==> src/rtl/morse_pkg.sv <==
// Shared types and the A-Z Morse code table for the Morse letter sequencer.
// Each code is stored left-aligned: symbol 0 sits in the MSB, 1 = dash.
package morse_pkg;

    typedef enum logic [1:0] {
        IDLE,
        MARK,
        SPACE,
        TAIL
    } state_e;

    localparam int MAX_SYMBOLS = 4;
    localparam int DOT_UNITS   = 1;
    localparam int DASH_UNITS  = 3;

    typedef struct packed {
        logic                   invalid;
        logic [2:0]             len;
        logic [MAX_SYMBOLS-1:0] symbols;
    } code_t;

    function automatic code_t lookup_code(input logic [4:0] letter);
        logic [6:0] entry;
        code_t      c;
        case (letter)
            5'd0:    entry = {3'd2, 4'b0100};  // A .-
            5'd1:    entry = {3'd4, 4'b1000};  // B -...
            5'd2:    entry = {3'd4, 4'b1010};  // C -.-.
            5'd3:    entry = {3'd3, 4'b1000};  // D -..
            5'd4:    entry = {3'd1, 4'b0000};  // E .
            5'd5:    entry = {3'd4, 4'b0010};  // F ..-.
            5'd6:    entry = {3'd3, 4'b1100};  // G --.
            5'd7:    entry = {3'd4, 4'b0000};  // H ....
            5'd8:    entry = {3'd2, 4'b0000};  // I ..
            5'd9:    entry = {3'd4, 4'b0111};  // J .---
            5'd10:   entry = {3'd3, 4'b1010};  // K -.-
            5'd11:   entry = {3'd4, 4'b0100};  // L .-..
            5'd12:   entry = {3'd2, 4'b1100};  // M --
            5'd13:   entry = {3'd2, 4'b1000};  // N -.
            5'd14:   entry = {3'd3, 4'b1110};  // O ---
            5'd15:   entry = {3'd4, 4'b0110};  // P .--.
            5'd16:   entry = {3'd4, 4'b1101};  // Q --.-
            5'd17:   entry = {3'd3, 4'b0100};  // R .-.
            5'd18:   entry = {3'd3, 4'b0000};  // S ...
            5'd19:   entry = {3'd1, 4'b1000};  // T -
            5'd20:   entry = {3'd3, 4'b0010};  // U ..-
            5'd21:   entry = {3'd4, 4'b0001};  // V ...-
            5'd22:   entry = {3'd3, 4'b0110};  // W .--
            5'd23:   entry = {3'd4, 4'b1001};  // X -..-
            5'd24:   entry = {3'd4, 4'b1011};  // Y -.--
            5'd25:   entry = {3'd4, 4'b1100};  // Z --..
            default: entry = '0;
        endcase
        c.invalid = (letter > 5'd25);
        c.len     = entry[6:4];
        c.symbols = entry[3:0];
        return c;
    endfunction

endpackage

==> src/rtl/morse_unit_timer.sv <==
// Free-running unit timer: UnitTick is high for one cycle every TICKS cycles.
// Restart zeroes the count so the next tick lands exactly TICKS cycles later.
module morse_unit_timer #(
    parameter int TICKS = 4
) (
    input  logic ClockIn,
    input  logic Reset,
    input  logic Restart,
    output logic UnitTick
);

    localparam int            CW   = $clog2(TICKS) + 1;
    localparam logic [CW-1:0] LAST = CW'(TICKS - 1);

    logic [CW-1:0] r_count;

    assign UnitTick = (r_count == LAST);

    // NOTE: state registers use non-blocking assignments so every flop samples pre-edge values.
    always_ff @(posedge ClockIn or negedge Reset) begin
        if (!Reset) begin
            r_count <= '0;
        end else if (Restart || UnitTick) begin
            r_count <= '0;
        end else begin
            r_count <= r_count + 1'b1;
        end
    end

endmodule

==> src/rtl/morse_sequencer.sv <==
// Morse letter transmitter: latches a letter's code on Start and plays its
// dots, dashes and gaps on DotDashOut, timed in whole units from morse_unit_timer.
module morse_sequencer
    import morse_pkg::*;
#(
    parameter int CLOCK_FREQUENCY  = 500,
    parameter int UNIT_MS          = 500,
    parameter int LETTER_GAP_UNITS = 3
) (
    input  logic       ClockIn,
    input  logic       Reset,
    input  logic       Start,
    input  logic [4:0] Letter,
    output logic       DotDashOut,
    output logic       NewBitOut,
    output logic       Busy,
    output logic       Done,
    output logic       Error
);

    localparam int TICKS = CLOCK_FREQUENCY * UNIT_MS / 1000;

    generate
        if (TICKS < 1) begin : g_bad_ticks
            $error("morse_sequencer: CLOCK_FREQUENCY*UNIT_MS/1000 must be at least 1");
        end
        if (LETTER_GAP_UNITS < 1 || LETTER_GAP_UNITS > 7) begin : g_bad_gap
            $error("morse_sequencer: LETTER_GAP_UNITS must be in 1..7");
        end
    endgenerate

    localparam logic [2:0] DOT_LAST  = 3'(DOT_UNITS - 1);
    localparam logic [2:0] DASH_LAST = 3'(DASH_UNITS - 1);
    localparam logic [2:0] GAP_LAST  = 3'(LETTER_GAP_UNITS - 1);

    state_e                 r_state;
    state_e                 w_next;
    logic [2:0]             r_len;
    logic [MAX_SYMBOLS-1:0] r_syms;
    logic [1:0]             r_idx;
    logic [2:0]             r_units;
    code_t                  w_code;
    logic                   w_unit_tick;
    logic                   w_restart;
    logic                   w_accept;
    logic                   w_reject;
    logic                   w_more;
    logic [2:0]             w_mark_last;

    assign w_code    = lookup_code(Letter);
    assign w_restart = (w_next != r_state);

    morse_unit_timer #(
        .TICKS(TICKS)
    ) u_timer (
        .ClockIn (ClockIn),
        .Reset   (Reset),
        .Restart (w_restart),
        .UnitTick(w_unit_tick)
    );

    // NOTE: every always_comb output gets a default first, so no path can infer a latch.
    always_comb begin
        w_next      = r_state;
        w_accept    = 1'b0;
        w_reject    = 1'b0;
        w_more      = (({1'b0, r_idx}) + 3'd1) < r_len;
        w_mark_last = r_syms[2'd3 - r_idx] ? DASH_LAST : DOT_LAST;
        case (r_state)
            IDLE: begin
                if (Start) begin
                    if (w_code.invalid) begin
                        w_reject = 1'b1;
                    end else begin
                        w_accept = 1'b1;
                        w_next   = MARK;
                    end
                end
            end
            MARK: begin
                if (w_unit_tick && (r_units == w_mark_last)) begin
                    w_next = w_more ? SPACE : TAIL;
                end
            end
            SPACE: begin
                if (w_unit_tick) begin
                    w_next = MARK;
                end
            end
            TAIL: begin
                if (w_unit_tick && (r_units == GAP_LAST)) begin
                    w_next = IDLE;
                end
            end
            default: w_next = IDLE;
        endcase
    end

    // Outputs are registered from the next state so they change on the same edge as the FSM.
    always_ff @(posedge ClockIn or negedge Reset) begin
        if (!Reset) begin
            r_state    <= IDLE;
            r_len      <= '0;
            r_syms     <= '0;
            r_idx      <= '0;
            r_units    <= '0;
            DotDashOut <= 1'b0;
            NewBitOut  <= 1'b0;
            Busy       <= 1'b0;
            Done       <= 1'b0;
            Error      <= 1'b0;
        end else begin
            r_state <= w_next;
            if (w_restart || (r_state == IDLE)) begin
                r_units <= '0;
            end else if (w_unit_tick) begin
                r_units <= r_units + 3'd1;
            end
            if (w_accept) begin
                r_len  <= w_code.len;
                r_syms <= w_code.symbols;
                r_idx  <= '0;
            end else if ((r_state == SPACE) && (w_next == MARK)) begin
                r_idx <= r_idx + 2'd1;
            end
            DotDashOut <= (w_next == MARK);
            NewBitOut  <= (w_next == MARK) && (r_state != MARK);
            Busy       <= (w_next != IDLE);
            Done       <= (r_state == TAIL) && (w_next == IDLE);
            Error      <= w_reject;
        end
    end

endmodule

==> config.mk <==
export PLATFORM = sky130hd
export DESIGN_NAME = morse_sequencer
export DESIGN_NICKNAME = d
export VERILOG_FILES = /design/src/rtl/morse_pkg.sv /design/src/rtl/morse_unit_timer.sv /design/src/rtl/morse_sequencer.sv
export SDC_FILE = /design/constraint.sdc
export NUM_CORES = 1
export LEC_CHECK = 0
export BUFFER_PORTS_ARGS = -buffer_cell sky130_fd_sc_hd__buf_2
export CORE_MARGIN = 5
export CORE_UTILIZATION = 40
export DETAILED_ROUTE_END_ITERATION = 16
export SYNTH_ARGS = -nofsm -noshare
export SYNTH_HDL_FRONTEND = slang
export SYNTH_SLANG_ARGS = --single-unit
==> constraint.sdc <==
create_clock -name ClockIn -period 2.1 [get_ports ClockIn]
set_input_delay 0.63 -clock ClockIn [delete_from_list [all_inputs] [get_ports ClockIn]]
set_output_delay 0.63 -clock ClockIn [all_outputs]
set_load 0.005 [all_outputs]
; Word-level counts from Yosys, hierarchy flattened
; Memory sizes are Yosys's and may differ from the RTL's. A register that Yosys moved wholly into a read port is not among the register bits.
; Index checks and enable logic that the tools add are counted.
[word_totals]
reg_bits = 21
romBits = 224
in_bits = 8
output_inout_bits = 5
wordCells = 61
memories = 1
[memory_table]
columns = name, depth, word_bits, read_ports, rd_ports_with_merged_regs, write_ports, line_no
row1 = (name not given), 32, 7, 1, 1, 0, morse_pkg.sv:25  ; case (letter)
[classes]
addsub = 5
magnitude_cmp = 3
n_eq_ne = 9
muxes = 21
reduce_logical = 13
[op_table]
columns = operator, n
row1 = 2-bit 2-to-1 mux, 8
row2 = "9-bit by 1-bit adder with 9-bit output, second input constant", 1
row3 = "9-bit by 8-bit equality test with 1-bit output, second input constant", 1
row4 = 9-bit 2-to-1 mux, 1
row5 = 1-bit 2-to-1 mux, 8
row6 = 2-bit case mux with 4 select lines, 1
row7 = 3-bit 2-to-1 mux, 2
row8 = 2-bit nonzero test, 3
row9 = "5-bit greater-than comparator, second input constant", 1
row10 = 1-bit logical AND, 5
row11 = "2-bit by 1-bit equality test with 1-bit output, second input constant", 2
row12 = "2-bit equality test, second input constant", 2
row13 = 2-bit logical NOT, 2
row14 = "2-bit by 1-bit adder with 3-bit output, second input constant", 1
row15 = "3-bit by 1-bit adder with 3-bit output, second input constant", 1
row16 = 3-bit by 2-bit equality test with 1-bit output, 1
row17 = "3-bit by 2-bit equality test with 1-bit output, second input constant", 1
row18 = "2-bit by 3-bit < comparator with 1-bit output, second input constant", 1
row19 = 3-bit < comparator, 1
row20 = "2-bit by 1-bit adder with 2-bit output, second input constant", 1
row21 = 1-bit binary-select mux with 2-bit select, 1
row22 = 1-bit logical OR, 2
row23 = "2-bit by 1-bit inequality test with 1-bit output, second input constant", 1
row24 = 2-bit inequality test, 1
row25 = other kinds (2), 2

; Depth between registers and ports, before layout
[depth]
word_depth = 12
ltp_mapped = 8
depth_no_buf = 6

; Modules after synthesis
; A second synthesis with hierarchy kept.
[hier_totals]
hier_cells = 216
area_unflattened_um2 = 1904.3
[modules_own_cells]
columns = mod, n_inst, cells_each, area_each_um2, seq_area_each_um2
row1 = morse_sequencer, 1, 170, 1443.9, 475.5
row2 = morse_unit_timer, 1, 46, 460.4, 225.2

; Worst setup path after synthesis
; No wires, ideal clock.
[synth_timing]
kind = input-to-reg
from = input Letter[2]
to = register r_syms[3]
setup_ns = 0.129
arrival_ns = 1.773
t_required_ns = 1.971
slack_ns = 0.198
path_stages = 4
path_cell_list = or3_4 a41o_1 buf_6 o41a_1
[synth_via]
elab_chain_cells = 4
[synth_rtl]
columns = element, line_no
row1 = "start, declared", morse_sequencer.sv:13  ; input logic [4:0] Letter,
row2 = 5-bit greater-than comparator, morse_pkg.sv:54  ; c.invalid = (letter > 5'd25);
row3 = 1-bit 2-to-1 mux, morse_sequencer.sv:72  ; if (w_code.invalid) begin
row4 = 1-bit 2-to-1 mux, morse_sequencer.sv:71  ; if (Start) begin
row5 = 1-bit 2-to-1 mux, morse_sequencer.sv:69  ; case (r_state)
row6 = "end, declared", morse_sequencer.sv:39  ; logic [MAX_SYMBOLS-1:0] r_syms;
; Several ways; a longest one is shown, not always the timed one.
; A chain may end at the register's enable or synchronous reset.

; Worst setup path in the final report
[layout_timing]
from = input Letter[0]
to = register r_syms[3]
; Same word-level chain as after synthesis.

==> run_results.csv <==
group,metric,value,unit
global_routing,grt_pass1_vias,1427,
synth,ys_warn_count,0,
global_routing,grtUsageMet1,17.3,%
synth,synth_xor_xnor_area_share,5.40,%
global_routing,grt-ovfl-total,0,
global_routing,track_usage,13.0,%
setup_path,r2r-start,"r_idx[0]",
global_routing,grt.met2_usage,22.5,%
pwr,ir_worst_vdd,0.283,mV
timing,layout_min_cycle_time,1.92,ns
finish,n_antenna_cell,0,
place,dp_hpwl,2.78,mm
clock_tree,ctsHoldBuffers,0,
timing,fmax,522,MHz
synth,synth_nets,207,
floorplanning,dieArea,0.00589,mm2
timing,hold_viol_final,0,
synth,yosys.area_share.simple,20.9,%
clock_tree,cts_made_buffers,3,
global_routing,grt_pass1_wl,6.48,mm
setup_path,cp-end-kind,"register",
synth,synth_commonest_cells,"28 x dfrtp_1, 21 x nor2_1, 15 x nand2_1",
finish,stdcell_area,0.00203,mm2
run,max_cap_viol_count,0,
clock_tree,clk_pin_slew,0.10,ns
place,placed_cell_area,0.00196,mm2
setup_path,cp_data_required_time,2.26,ns
timing,setup_viol,0,
clock_tree,cts_tree,"built",
synth,yosysMostFrequentCell,"dfrtp_1",
synth,synth.mux.area_fraction,6.11,%
timing,rsz0062_at_grt,"false",
detailed_routing,drt_iter0_markers,53,
synth,synth_flop_cell,"dfrtp_1",
setup_path,start_kind,"input pin",
setup_path,crit_arrival,2.08,ns
synth,async_flop_share,100,%
floorplanning,ioPinCount,13,
pwr,power.total,1120,uW
global_routing,grt.met3_usage,1.17,%
clock_tree,clk_latency,0.28,ns
detailed_routing,wire_per_inst,14.1,um
synth,synth_top_family_by_area,"simple AND/OR/NAND/NOR gates",
status,status,"complete, no violations",
synth,synth_top_cell_by_area,"dfrtp_1",
synth,synth-compound-area-share,14.8,%
clock_tree,cts_max_path_buffers,2,
hold_path,hold_path_class,"in -> async",
detailed_routing,wirelength,3.59,mm
global_routing,busiest_layer,"met2",
finish,nets,224,
synth,ys_ff_latch,28,
floorplanning,core-area,0.00435,mm2
clock_tree,htree_levels,1,
setup_path,rr_worst_depth,4,
timing,slew_violations,0,
detailed_routing,vias_per_cell,5.51,
floorplanning,die_y,76.8,um
synth,synth.top_cell.area_share,39.3,%
synth,syn_inst,187,
setup_path,r2r_end,"r_units[0]",
synth,syn-cell-area,0.00178,mm2
timing,tightest_slew,0.604,ns
clock_tree,cts-root-buf,"clkbuf_8",
synth,synth_edf_count,0,
synth,ys_types,50,
pwr,leakagePower,0.000961,uW
floorplanning,start_util,40.9,%
synth,yosysSeqAreaShare,39.3,%
timing,fin_crit_sh,91.3,%
setup_path,critical_path_class,"in -> reg",
place,pre_cts_ws,-0.112,ns
clock_tree,cts_resized,0,
global_routing,grt_max_degree,29,
setup_path,crit_fanout,7,
finish,syn_to_final_growth,14.1,%
timing,fin_skew,0.00588,ns
synth,syn_avg_cell_area,9.53,um2
timing,fin_ws,0.183,ns
timing,finalSetupTns,0,ns
detailed_routing,dr.pass1.iters,4,
clock_tree,cts_setup_buffers,0,
timing,timing.slew.headroom,59.8,%
detailed_routing,drc_errors,0,
synth,synthTopCellsByArea,"dfrtp_1 39%, ha_1 8.4%, nor2_1 4.4%, mux4_2 3.8%, nand2_1 3.2%",
clock_tree,clock-sinks,28,
floorplanning,die_w,76.8,um
finish,drive_gt1_share,16.3,%
pwr,power_density,550,mW/mm2
setup_path,r2r_setup_slack,0.30,ns
floorplanning,rows,24,
synth,synthAdderAreaFrac,8.42,%
place,place_congestion,0.814,
detailed_routing,vias,1406,
global_routing,antenna_found_initial,0,
place,io_buffers,12,
detailed_routing,drt.antenna.violating_nets,0,
[cells in the final DEF (no fill, tap or decap), drive strengths merged, types with 4 or more instances in the layout]
cell,synthesis,routed
buf,4,23
ha,12,12
nor2,21,21
nand2,15,15
a211oi,5,5
nand3,6,6
o21ai,8,8
dfrtp,28,28
nor2b,5,5
xnor2,6,6
a21oi,6,6
inv,10,10
xor2,5,5
nor3,4,4
[state kept, by name, summed over array words and instances (netlist names)]
name,cells
r_units,3
Busy,1
NewBitOut,1
r_len,3
Done,1
DotDashOut,1
Error,1
r_syms,4
r_idx,2
u_timer.r_count,9
r_state,2
[where the power goes]
part / total [uW] / switching, uW / internal, uW / leakage, uW
clock: 421 / 166 / 255 / 0.0000357
combinational: 140 / 73.9 / 65.9 / 0.000574
sequential: 558 / 7.66 / 550 / 0.000351
[layout make-up]
cell class | count | area [um2]
sequential | 28 | 701
tap | 52 | 65.1
inverter | 10 | 37.5
timing repair buffer | 23 | 168
clock inverter | 1 | 30.0
fill | 424 | 2320
multi-input combinational | 138 | 992
clock buffer | 3 | 41.3
[worst max-delay path: stages]
cell and delay, ns:
buf_2 0.16, inv_1 0.10, ha_1 0.33, nor2_1 0.08, o21ai_0 0.26, a21oi_1 0.11, o41a_1 0.42
[kinds of logic after synthesis]
kind of cell    after synthesis
simple gates                 71
fa+ha+maj                    12
mux                           7
flops                        28
xor+xnor                     11
buf+inv                      21
compound gates               37
[worst max-delay path by stage]
stage / depth (start not counted) / startpoint / slack, ns / endpoint
5_1_grt: 7 / Letter[0] / 0.08 / r_syms[3]
3_3_place_gp: 7 / Letter[0] / -0.06 / r_syms[3]
4_1_cts: 7 / Letter[0] / 0.18 / r_syms[3]
6_report: 7 / Letter[0] / 0.18 / r_syms[3]
2_1_floorplan: 4 / Letter[2] / 0.20 / r_syms[3]
3_5_place_dp: 7 / Letter[0] / -0.11 / r_syms[3]
[metrics by stage]
| step | instances | util, % | hold slack [ns] |
|---|---|---|---|
| after floorplan | 187 | - | 0.334 |
| after global placement | 251 | 45.1 | 0.467 |
| after detailed placement | 251 | 45.1 | 0.468 |
| after CTS | 255 | 46.7 | 0.370 |
| after global routing | 255 | 46.7 | 0.409 |
| final | 255 | 46.7 | 0.348 |
[routing by layer]
layer	up-vias	share of wire, %
met4	0	1.3
met3	4	3.1
met2	30	51
met1	679	45
li1	693	-
met5	-	0
(Power assumes the default switching activity.)
